==> src/rtl/reset_seq_unit.sv <==
// Power-on reset sequencer: qualifies PLL lock, holds all channels, then releases them one by one.
// Optional watchdog built when JX2_RESET_SEQ_WDT_EN is defined.
module reset_seq_unit #(
   parameter int unsigned NCH       = 6,
   parameter int unsigned CNT_W     = 16,
   parameter int unsigned INIT_CNT  = 16'hAA55,
   parameter int unsigned STAGE_GAP = 16,
   parameter int unsigned SW_HOLD   = 64,
   parameter int unsigned WDT_CYC   = 1 << 20
) (
   input  logic           clock,
   input  logic           reset,
   input  logic           pllLocked,
   input  logic           swReset,
   input  logic           wdtKick,
   output logic [NCH-1:0] rstOut,
   output logic           seqDone,
   output logic [1:0]     seqState,
   output logic           wdtFired
);

   localparam int unsigned IDX_W  = (NCH > 1) ? $clog2(NCH) : 1;
   localparam int unsigned GAP_W  = (STAGE_GAP > 1) ? $clog2(STAGE_GAP) : 1;
   localparam int unsigned HOLD_W = (SW_HOLD > 1) ? $clog2(SW_HOLD) : 1;

   localparam logic [CNT_W-1:0]  INIT_V    = CNT_W'(INIT_CNT);
   localparam logic [GAP_W-1:0]  GAP_LAST  = GAP_W'(STAGE_GAP - 1);
   localparam logic [HOLD_W-1:0] HOLD_LAST = HOLD_W'(SW_HOLD - 1);
   localparam logic [IDX_W-1:0]  IDX_LAST  = IDX_W'(NCH - 1);

   typedef enum logic [1:0] {
      ST_HOLD  = 2'd0,
      ST_STAGE = 2'd1,
      ST_RUN   = 2'd2,
      ST_SWRST = 2'd3
   } state_e;

   state_e            state_q, state_d;
   logic [CNT_W-1:0]  count_q, count_d;
   logic [GAP_W-1:0]  gap_q, gap_d;
   logic [IDX_W-1:0]  idx_q, idx_d;
   logic [HOLD_W-1:0] hold_q, hold_d;
   logic [NCH-1:0]    rst_out_q, rst_out_d;
   logic              seq_done_q, seq_done_d;
   logic              sync1_q, sync2_q;
   logic              lock_sync;
   logic              wdt_trip;

   assign lock_sync = sync2_q;

`ifdef JX2_RESET_SEQ_WDT_EN
   localparam int unsigned WDT_W = (WDT_CYC > 1) ? $clog2(WDT_CYC) : 1;
   localparam logic [WDT_W-1:0] WDT_LAST = WDT_W'(WDT_CYC - 1);

   logic [WDT_W-1:0] wdt_cnt_q, wdt_cnt_d;
   logic             wdt_fired_q, wdt_fired_d;

   // A kick on the timeout cycle suppresses the trip.
   assign wdt_trip = (state_q == ST_RUN) && (wdt_cnt_q == WDT_LAST) && !wdtKick;
   assign wdtFired = wdt_fired_q;
`else
   logic unused_wdt;
   assign unused_wdt = wdtKick & (WDT_CYC != 0);
   assign wdt_trip   = 1'b0;
   assign wdtFired   = 1'b0;
`endif

   // State and datapath registers; board reset clears everything on the edge.
   always_ff @(posedge clock) begin
      if (!reset) begin
         state_q     <= ST_HOLD;
         count_q     <= '0;
         gap_q       <= '0;
         idx_q       <= '0;
         hold_q      <= '0;
         rst_out_q   <= '1;
         seq_done_q  <= 1'b0;
         sync1_q     <= 1'b0;
         sync2_q     <= 1'b0;
`ifdef JX2_RESET_SEQ_WDT_EN
         wdt_cnt_q   <= '0;
         wdt_fired_q <= 1'b0;
`endif
      end else begin
         state_q     <= state_d;
         count_q     <= count_d;
         gap_q       <= gap_d;
         idx_q       <= idx_d;
         hold_q      <= hold_d;
         rst_out_q   <= rst_out_d;
         seq_done_q  <= seq_done_d;
         sync1_q     <= pllLocked;
         sync2_q     <= sync1_q;
`ifdef JX2_RESET_SEQ_WDT_EN
         wdt_cnt_q   <= wdt_cnt_d;
         wdt_fired_q <= wdt_fired_d;
`endif
      end
   end

   // Next-state and output logic.
   always_comb begin
      state_d    = state_q;
      count_d    = count_q;
      gap_d      = gap_q;
      idx_d      = idx_q;
      hold_d     = hold_q;
      rst_out_d  = rst_out_q;
      seq_done_d = seq_done_q;
`ifdef JX2_RESET_SEQ_WDT_EN
      wdt_fired_d = wdt_fired_q;
`endif

      if (state_q != ST_HOLD && !lock_sync) begin
         // Lock loss outranks software and watchdog requests.
         state_d    = ST_HOLD;
         count_d    = '0;
         gap_d      = '0;
         idx_d      = '0;
         rst_out_d  = '1;
         seq_done_d = 1'b0;
      end else begin
         case (state_q)
            ST_HOLD: begin
               rst_out_d  = '1;
               seq_done_d = 1'b0;
               if (!lock_sync) begin
                  count_d = '0;
               end else if (count_q == INIT_V) begin
                  state_d = ST_STAGE;
                  gap_d   = '0;
                  idx_d   = '0;
               end else begin
                  count_d = count_q + CNT_W'(1);
               end
            end
            ST_STAGE: begin
               if (gap_q == GAP_LAST) begin
                  gap_d = '0;
                  for (int k = 0; k < NCH; k++) begin
                     if (idx_q == IDX_W'(k)) rst_out_d[k] = 1'b0;
                  end
                  if (idx_q == IDX_LAST) begin
                     state_d = ST_RUN;
                     idx_d   = '0;
                  end else begin
                     idx_d = idx_q + IDX_W'(1);
                  end
               end else begin
                  gap_d = gap_q + GAP_W'(1);
               end
            end
            ST_RUN: begin
               rst_out_d  = '0;
               seq_done_d = 1'b1;
               if (swReset || wdt_trip) begin
                  state_d    = ST_SWRST;
                  rst_out_d  = '1;
                  seq_done_d = 1'b0;
                  gap_d      = '0;
                  hold_d     = '0;
`ifdef JX2_RESET_SEQ_WDT_EN
                  if (wdt_trip) wdt_fired_d = 1'b1;
`endif
               end
            end
            ST_SWRST: begin
               rst_out_d  = '1;
               seq_done_d = 1'b0;
               if (hold_q == HOLD_LAST) begin
                  state_d = ST_STAGE;
                  gap_d   = '0;
                  idx_d   = '0;
               end else begin
                  hold_d = hold_q + HOLD_W'(1);
               end
            end
            default: state_d = ST_HOLD;
         endcase
      end

`ifdef JX2_RESET_SEQ_WDT_EN
      // Counter only advances while staying in RUN; any exit or kick clears it.
      if (state_q == ST_RUN && state_d == ST_RUN && !wdtKick) begin
         wdt_cnt_d = wdt_cnt_q + WDT_W'(1);
      end else begin
         wdt_cnt_d = '0;
      end
`endif
   end

   assign rstOut   = rst_out_q;
   assign seqDone  = seq_done_q;
   assign seqState = state_q;

endmodule
==> config.mk <==
export PLATFORM = sky130hd
export DESIGN_NAME = reset_seq_unit
export DESIGN_NICKNAME = d
export VERILOG_FILES = /design/src/rtl/reset_seq_unit.sv
export SDC_FILE = /design/constraint.sdc
export NUM_CORES = 1
export LEC_CHECK = 0
export BUFFER_PORTS_ARGS = -buffer_cell sky130_fd_sc_hd__buf_2
export CAP_MARGIN = 20
export CORE_MARGIN = 3
export CORE_UTILIZATION = 43
export CTS_CLUSTER_DIAMETER = 120
export CTS_CLUSTER_SIZE = 8
export DETAILED_ROUTE_END_ITERATION = 8
export MAX_ROUTING_LAYER = met4
export PLACE_DENSITY = 0.59
export SETUP_SLACK_MARGIN = 0.5
export SLEW_MARGIN = 20
export SYNTH_ARGS = -nofsm -noshare
export SYNTH_HDL_FRONTEND = slang
export SYNTH_SLANG_ARGS = --single-unit
==> constraint.sdc <==
create_clock -name clock -period 2.32 [get_ports clock]
set_clock_uncertainty 0.2 [all_clocks]
set_input_delay 0.464 -clock clock [delete_from_list [all_inputs] [get_ports clock]]
set_output_delay 0.464 -clock clock [all_outputs]
set_load 0.05 [all_outputs]
==> metrics, run 1 <==
fin crit period=2.03 ns; post-synthesis sequential area ratio=0.385; starting DRC count in detailed routing=94; count of final hold-check violations=0; initial antenna violation count=0; Final nets=289; area grow syn2layout=33.7%; worst skew pair latency=0.29 ns; hpwl dp=2960 um; final wirelength=4630 um; Max-Cap Viols=0; Reg power frac=0.565; clk root buf=clkbuf_8; Worst EP arrival=2.05 ns; sw power=255 uW; CTS tree=built; busiest grt layer=met2; Total GRT Usage=0.186; Mapped Nets=259; Setup Viol. Count Final=0; Post-Syn Area=0.00208 mm2; Worst-path clk slew=0.07 ns; drt wl/cell=14.2 um; via count=1801; EDFF count, synth=0; Die Area=0.00571 mm2; GRT met2 Usage=0.288; Core ar.=0.00450 mm2; Clk pwr share=0.409; combinational power share=0.025; WHS=0.179 ns; Synth Flop Type=dfxtp_1; Peak VDD IR=0.319 mV; first-pass GRT wire length=8010 um; vias in the first global route=1753; worst setup path class=flip-flop to flip-flop; Die W=75.5 um; Initial Util=0.462; CP Buf/Inv Count=2; chip height=75.5 um; routability cong.=0.813; Slew Limit Headroom=0.619; Cells after Synth=244; Core Util, Final=0.617; worst slew pin tran=0.567 ns; top-level I/O count=15; CP cell instances=inv_2 > ha_4 > nand4bb_4 > nor4_4 > o221ai_4 > buf_6 > or3_1 > a21oi_2; Crit. End Element=flip-flop; CP max-delay cell=or3_1; post-route DRC violation count=0; status=completed; Total Neg Setup Slack=0 ns; Mapped Avg Cell Area=8.52 um2; Via density=5.52; CP required=2.34 ns; CP startpoint kind=flip-flop; Net Sw Frac=0.210; PortBufs=12; hold buffers post-CTS=0; CTS max path bufs=2; Slew Limit Fails=0; htree depth=2; fill cell total of the finished layout=392; Peak Freq=0.492 GHz; Power Density=436 mW/mm2; TritonCTS buffer count=5; Power Internal=958 uW; RSZ-0062 raised after global routing=true; DRT Pass-1 Iters=4; share of cells above drive strength 1=0.339; met1 Track Usage GR=0.244; largest net degree at the start of global routing=14; distinct cell type count after synthesis=42; Worst path max stage delay=0.34 ns; Routed Antenna Nets=0; post-synthesis async set-or-reset flop share=0; worst-path fanout max=4; ant diodes=0; remaining global-route overflow=0; GR Util met3=0.0449; clock sink count=40; hold crit path type=primary input to flip-flop; CP delay by family, top=simple AND/OR/NAND/NOR gates; Ys Warns=0; Leakage=0.000940 uW; period utilization=0.876; cell row count=24; register bit total from synthesis=40
## stage by stage
stage	cell area (um2)	setup WS (ns)	total power, uW	std cells
4_1_cts	2610	0.326	1230	325
3_5_place_dp	2250	0.186	729	304
2_1_floorplan	2140	0.320	719	244
5_1_grt	2780	0.182	1260	326
3_3_place_gp	2250	0.228	729	304
6_report	2780	0.288	1210	326
## final timing paths
path	start	to	slack, ns	depth (start not counted)
setup / recovery	count_q[1]	gap_q[0]	0.29	8
hold / removal	pllLocked	sync1_q	0.18	2
setup reg to reg	count_q[1]	gap_q[0]	0.29	8
hold reg to reg	sync1_q	lock_sync	0.24	1
## Yosys cell counts, types with 2 or more instances
cell,instances,area share
xnor2_1,12,0.051
o21ai_0,7,0.017
nand4_1,7,0.021
o41ai_1,2,0.0084
nand4bb_1,3,0.016
a211oi_1,2,0.0072
nand2b_1,4,0.012
nor4b_1,4,0.017
or3_1,4,0.012
nor2_1,27,0.049
o21ai_1,4,0.0096
nand3_1,11,0.026
nor3b_1,2,0.0072
and3_1,4,0.012
inv_1,10,0.018
nand4b_1,2,0.0084
nand2_1,24,0.043
mux2i_1,9,0.043
clkbuf_1,6,0.011
a21oi_1,10,0.024
nor2b_1,4,0.012
dfxtp_1,40,0.39
xor2_1,3,0.013
and4_1,2,0.0084
o31ai_1,2,0.0072
and2_1,6,0.018
ha_1,10,0.060
nor3_1,9,0.022
## layer usage
layer / vias to the layer above / wire, um
li1: 918 / -
met1: 856 / 2330
met2: 23 / 2130
met3: 4 / 137
met4: 0 / 35
met5: - / 0
## cell type report
| type | count | area (um2) | area share |
|---|---|---|---|
| multi-input combinational | 186 | 1520 | 0.546 |
| sequential | 40 | 826 | 0.297 |
| timing repair buffer | 31 | 230 | 0.0828 |
| clock buffer | 7 | 96.3 | 0.0347 |
| tap | 52 | 65.1 | 0.0234 |
| inverter | 10 | 43.8 | 0.0158 |
## flip-flops by register name, indices dropped and copies added (netlist names)
| signal | flops |
|---|---|
| rstOut | 6 |
| idx_q | 3 |
| count_q | 16 |
| seqState | 2 |
| sync1_q | 1 |
| lock_sync | 1 |
| hold_q | 6 |
| gap_q | 4 |
| seqDone | 1 |
## cell usage in the layout, fill, tap and decap left out, types with 4 or more instances in the layout
cell type	n
dfxtp_4	4
nand4_1	7
or3_1	4
nor2_1	26
buf_6	4
a21oi_2	5
buf_2	12
and2_1	6
ha_1	4
nand2_1	23
nand3_1	10
inv_1	7
mux2i_1	9
buf_4	14
xnor2_1	12
a21oi_1	5
nor3_4	5
nor3_1	4
dfxtp_1	28
ha_4	5
o21ai_1	7
clkbuf_8	7
dfxtp_2	8
## power by group through the flow
| stage | sequential (uW) | combinational [uW] | clock (uW) |
|---|---|---|---|
| 6_report | 686 | 30.8 | 496 |
| 5_1_grt | 686 | 33.5 | 544 |
| 4_1_cts | 685 | 28.4 | 516 |
| 3_5_place_dp | 704 | 24.4 | 0 |
| 3_3_place_gp | 704 | 24.3 | 0 |
| 2_1_floorplan | 704 | 15.9 | 0 |
## logic make-up after synthesis
group | count (synthesis) | synth area share
AO/OA/AOI/OAI | 33 | 0.100
XOR/XNOR | 15 | 0.0632
adder cells (fa/ha/maj) | 10 | 0.0602
buffers and inverters | 18 | 0.0379
flip-flops | 40 | 0.385
multiplexers | 9 | 0.0433
other | 1 | 0.00180
AND/OR/NAND/NOR | 118 | 0.308
## repair_timing
item / in CTS / in global routing
setup buffers: 14 / 1
setup endpoints to repair: 26 / 34
pin swaps: 16 / 27
resized for setup: 31 / 37
Power figures use the tool's default switching activity.
==> inputs of run 2 (changes only) <==
- MAX_ROUTING_LAYER: met4 -> unset
==> run 2 against run 1 <==
  * Global-route usage is 0.52 points lower
  * Critical endpoint unchanged
  * Worst hold slack improved by 0.0015 ns
  * Cell count stayed put
  * Clock power barely moved
  * Setup slack gained 0.0071 ns
  * Via count is 0.89% lower
  * Sequential share of layout area unchanged
  * Critical path depth is the same
  * Wire length is 0.39% lower
==> metrics, run 2 (synthesis results as in run 1) <==
status=completed; via count=1785 (-0.89%); FF/Latch Area=826 um2 (unchanged); Peak Freq=0.494 GHz (+0.35%); setup ws final=0.295 ns (+0.00708 ns); htree depth=2 (unchanged); Die W=75.5 um (unchanged); DRT Pass-1 Iters=4 (unchanged); chip height=75.5 um (unchanged); top-level I/O count=15 (unchanged); Die Area=0.00571 mm2 (unchanged); Final nets=289 (unchanged); drt wl/cell=14.1 um (-0.39%); CP Buf/Inv Count=2 (unchanged); CTS max path bufs=2 (unchanged); number of flip-flops in the largest register=16 (unchanged); clock sink count=40 (unchanged); Total GRT Usage=0.181 (-0.00521); share of cells above drive strength 1=0.339 (unchanged); Core ar.=0.00450 mm2 (unchanged); vias in the first global route=1745 (-0.46%); DP Worst Slack=0.186 ns (unchanged); CP required=2.34 ns (about the same); routability cong.=0.802 (-1.4%); WHS=0.181 ns (+0.00152 ns); remaining global-route overflow=0 (unchanged); Max-Cap Viols=0 (unchanged); Largest Register=count_q; CP startpoint kind=flip-flop; final wirelength=4610 um (-0.39%); Worst-path clk slew=0.07 ns (about the same); area grow syn2layout=33.7% (unchanged); Worst EP arrival=2.04 ns (about the same); Core Util, Final=0.617 (unchanged); RSZ-0062 raised after global routing=true; CP cell instances=inv_2 > ha_4 > nand4bb_4 > nor4_4 > o221ai_4 > buf_6 > or3_1 > a21oi_2; worst-path fanout max=4 (unchanged); GRT met2 Usage=0.289 (+0.000959); hold buffers post-CTS=0 (unchanged); multi-input logic area=0.00152 mm2 (unchanged); count of final hold-check violations=0 (unchanged); CP max-delay cell=dfxtp_2; worst slew pin tran=0.640 ns (+0.0726 ns); Leakage=0.000940 uW (about the same); Power Density=436 mW/mm2 (about the same); CTS tree=built; Peak VDD IR=0.319 mV (about the same); Routed Antenna Nets=0 (unchanged); busiest grt layer=met2; TritonCTS buffer count=5 (unchanged); ant diodes=0 (unchanged); most common cell after layout, fill and taps aside=dfxtp_1; Crit. End Element=flip-flop; hpwl dp=2960 um (unchanged); Via density=5.48 (-0.89%); GR Util met3=0.0449 (unchanged); Area after DPL=0.00225 mm2 (unchanged); Initial Util=0.462 (unchanged); post-route DRC violation count=0 (unchanged); Worst path max stage delay=0.33 ns (about the same); fill cell total of the finished layout=392 (unchanged); met1 Track Usage GR=0.245 (+0.000807); CP delay by family, top=simple AND/OR/NAND/NOR gates; PortBufs=12 (unchanged); largest net degree at the start of global routing=14 (unchanged); Total Neg Setup Slack=0 ns (unchanged); starting DRC count in detailed routing=68 (-28%); Design Area, Final=0.00278 mm2 (unchanged); first-pass GRT wire length=8020 um (about the same); Slew Limit Headroom=0.569 (-0.0497); clk root buf=clkbuf_8; Setup Viol. Count Final=0 (unchanged); worst skew pair latency=0.29 ns (about the same); fin crit period=2.03 ns (-0.00708 ns); initial antenna violation count=0 (unchanged); Slew Limit Fails=0 (unchanged); cell row count=24 (unchanged); hold crit path type=primary input to flip-flop; most frequent cells in the layout=dfxtp_1 (28), nor2_1 (26), nand2_1 (23); period utilization=0.873 (-0.00305); worst setup path class=flip-flop to flip-flop
## run 2: cell counts in the layout (fill, tap and decap cells not counted)
Identical to the previous run, type by type.
## run 2: metrics by stage
| step | std cells | power (uW) |
|---|---|---|
| CTS | 325 | 1230 |
| finish | 326 | 1210 |
| global route | 326 | 1260 |
| floorplan | 244 | 719 |
| detailed placement | 304 | 729 |
| global placement | 304 | 729 |
## run 2: where the power goes
group / switching [uW] / internal, uW / leakage (uW)
sequential: 1.46 / 684 / 0.000330
clock: 231 / 265 / 0.0000503
combinational: 21.9 / 8.94 / 0.000559
## run 2: worst register-to-register path: cells and delay by family, from the launching register on
kind / cells / cell delay [ns]
buf+inv: 2 / 0.21
simple gates: 3 / 0.77
compound gates: 2 / 0.32
flops: 1 / 0.33
fa+ha+maj: 1 / 0.13
## run 2: final timing paths
check	start	endpoint	slack, ns	cells past startpoint
setup / recovery	count_q[1]	gap_q[0]	0.29	8
hold / removal	pllLocked	sync1_q	0.18	2
setup reg to reg	count_q[1]	gap_q[0]	0.29	8
hold reg to reg	sync1_q	lock_sync	0.24	1
## run 2: metal layers
layer  part of all wire  routed length (um)
met1               0.50                2290
met2               0.46                2140
met3              0.031                 144
met4             0.0076                  35
met5                  0                   0
## run 2: area by class of cell
type / count / area share
multi-input cells: 186 / 0.546
clock buffers: 7 / 0.0347
repair buffers: 31 / 0.0828
flip-flops and latches: 40 / 0.297
inverters: 10 / 0.0158
well taps: 52 / 0.0234
## run 2: repair_timing
item,in CTS,in global routing
setup endpoints to repair,26,34
buffers inserted,14,1
resized for setup,31,36
pin swaps,16,27
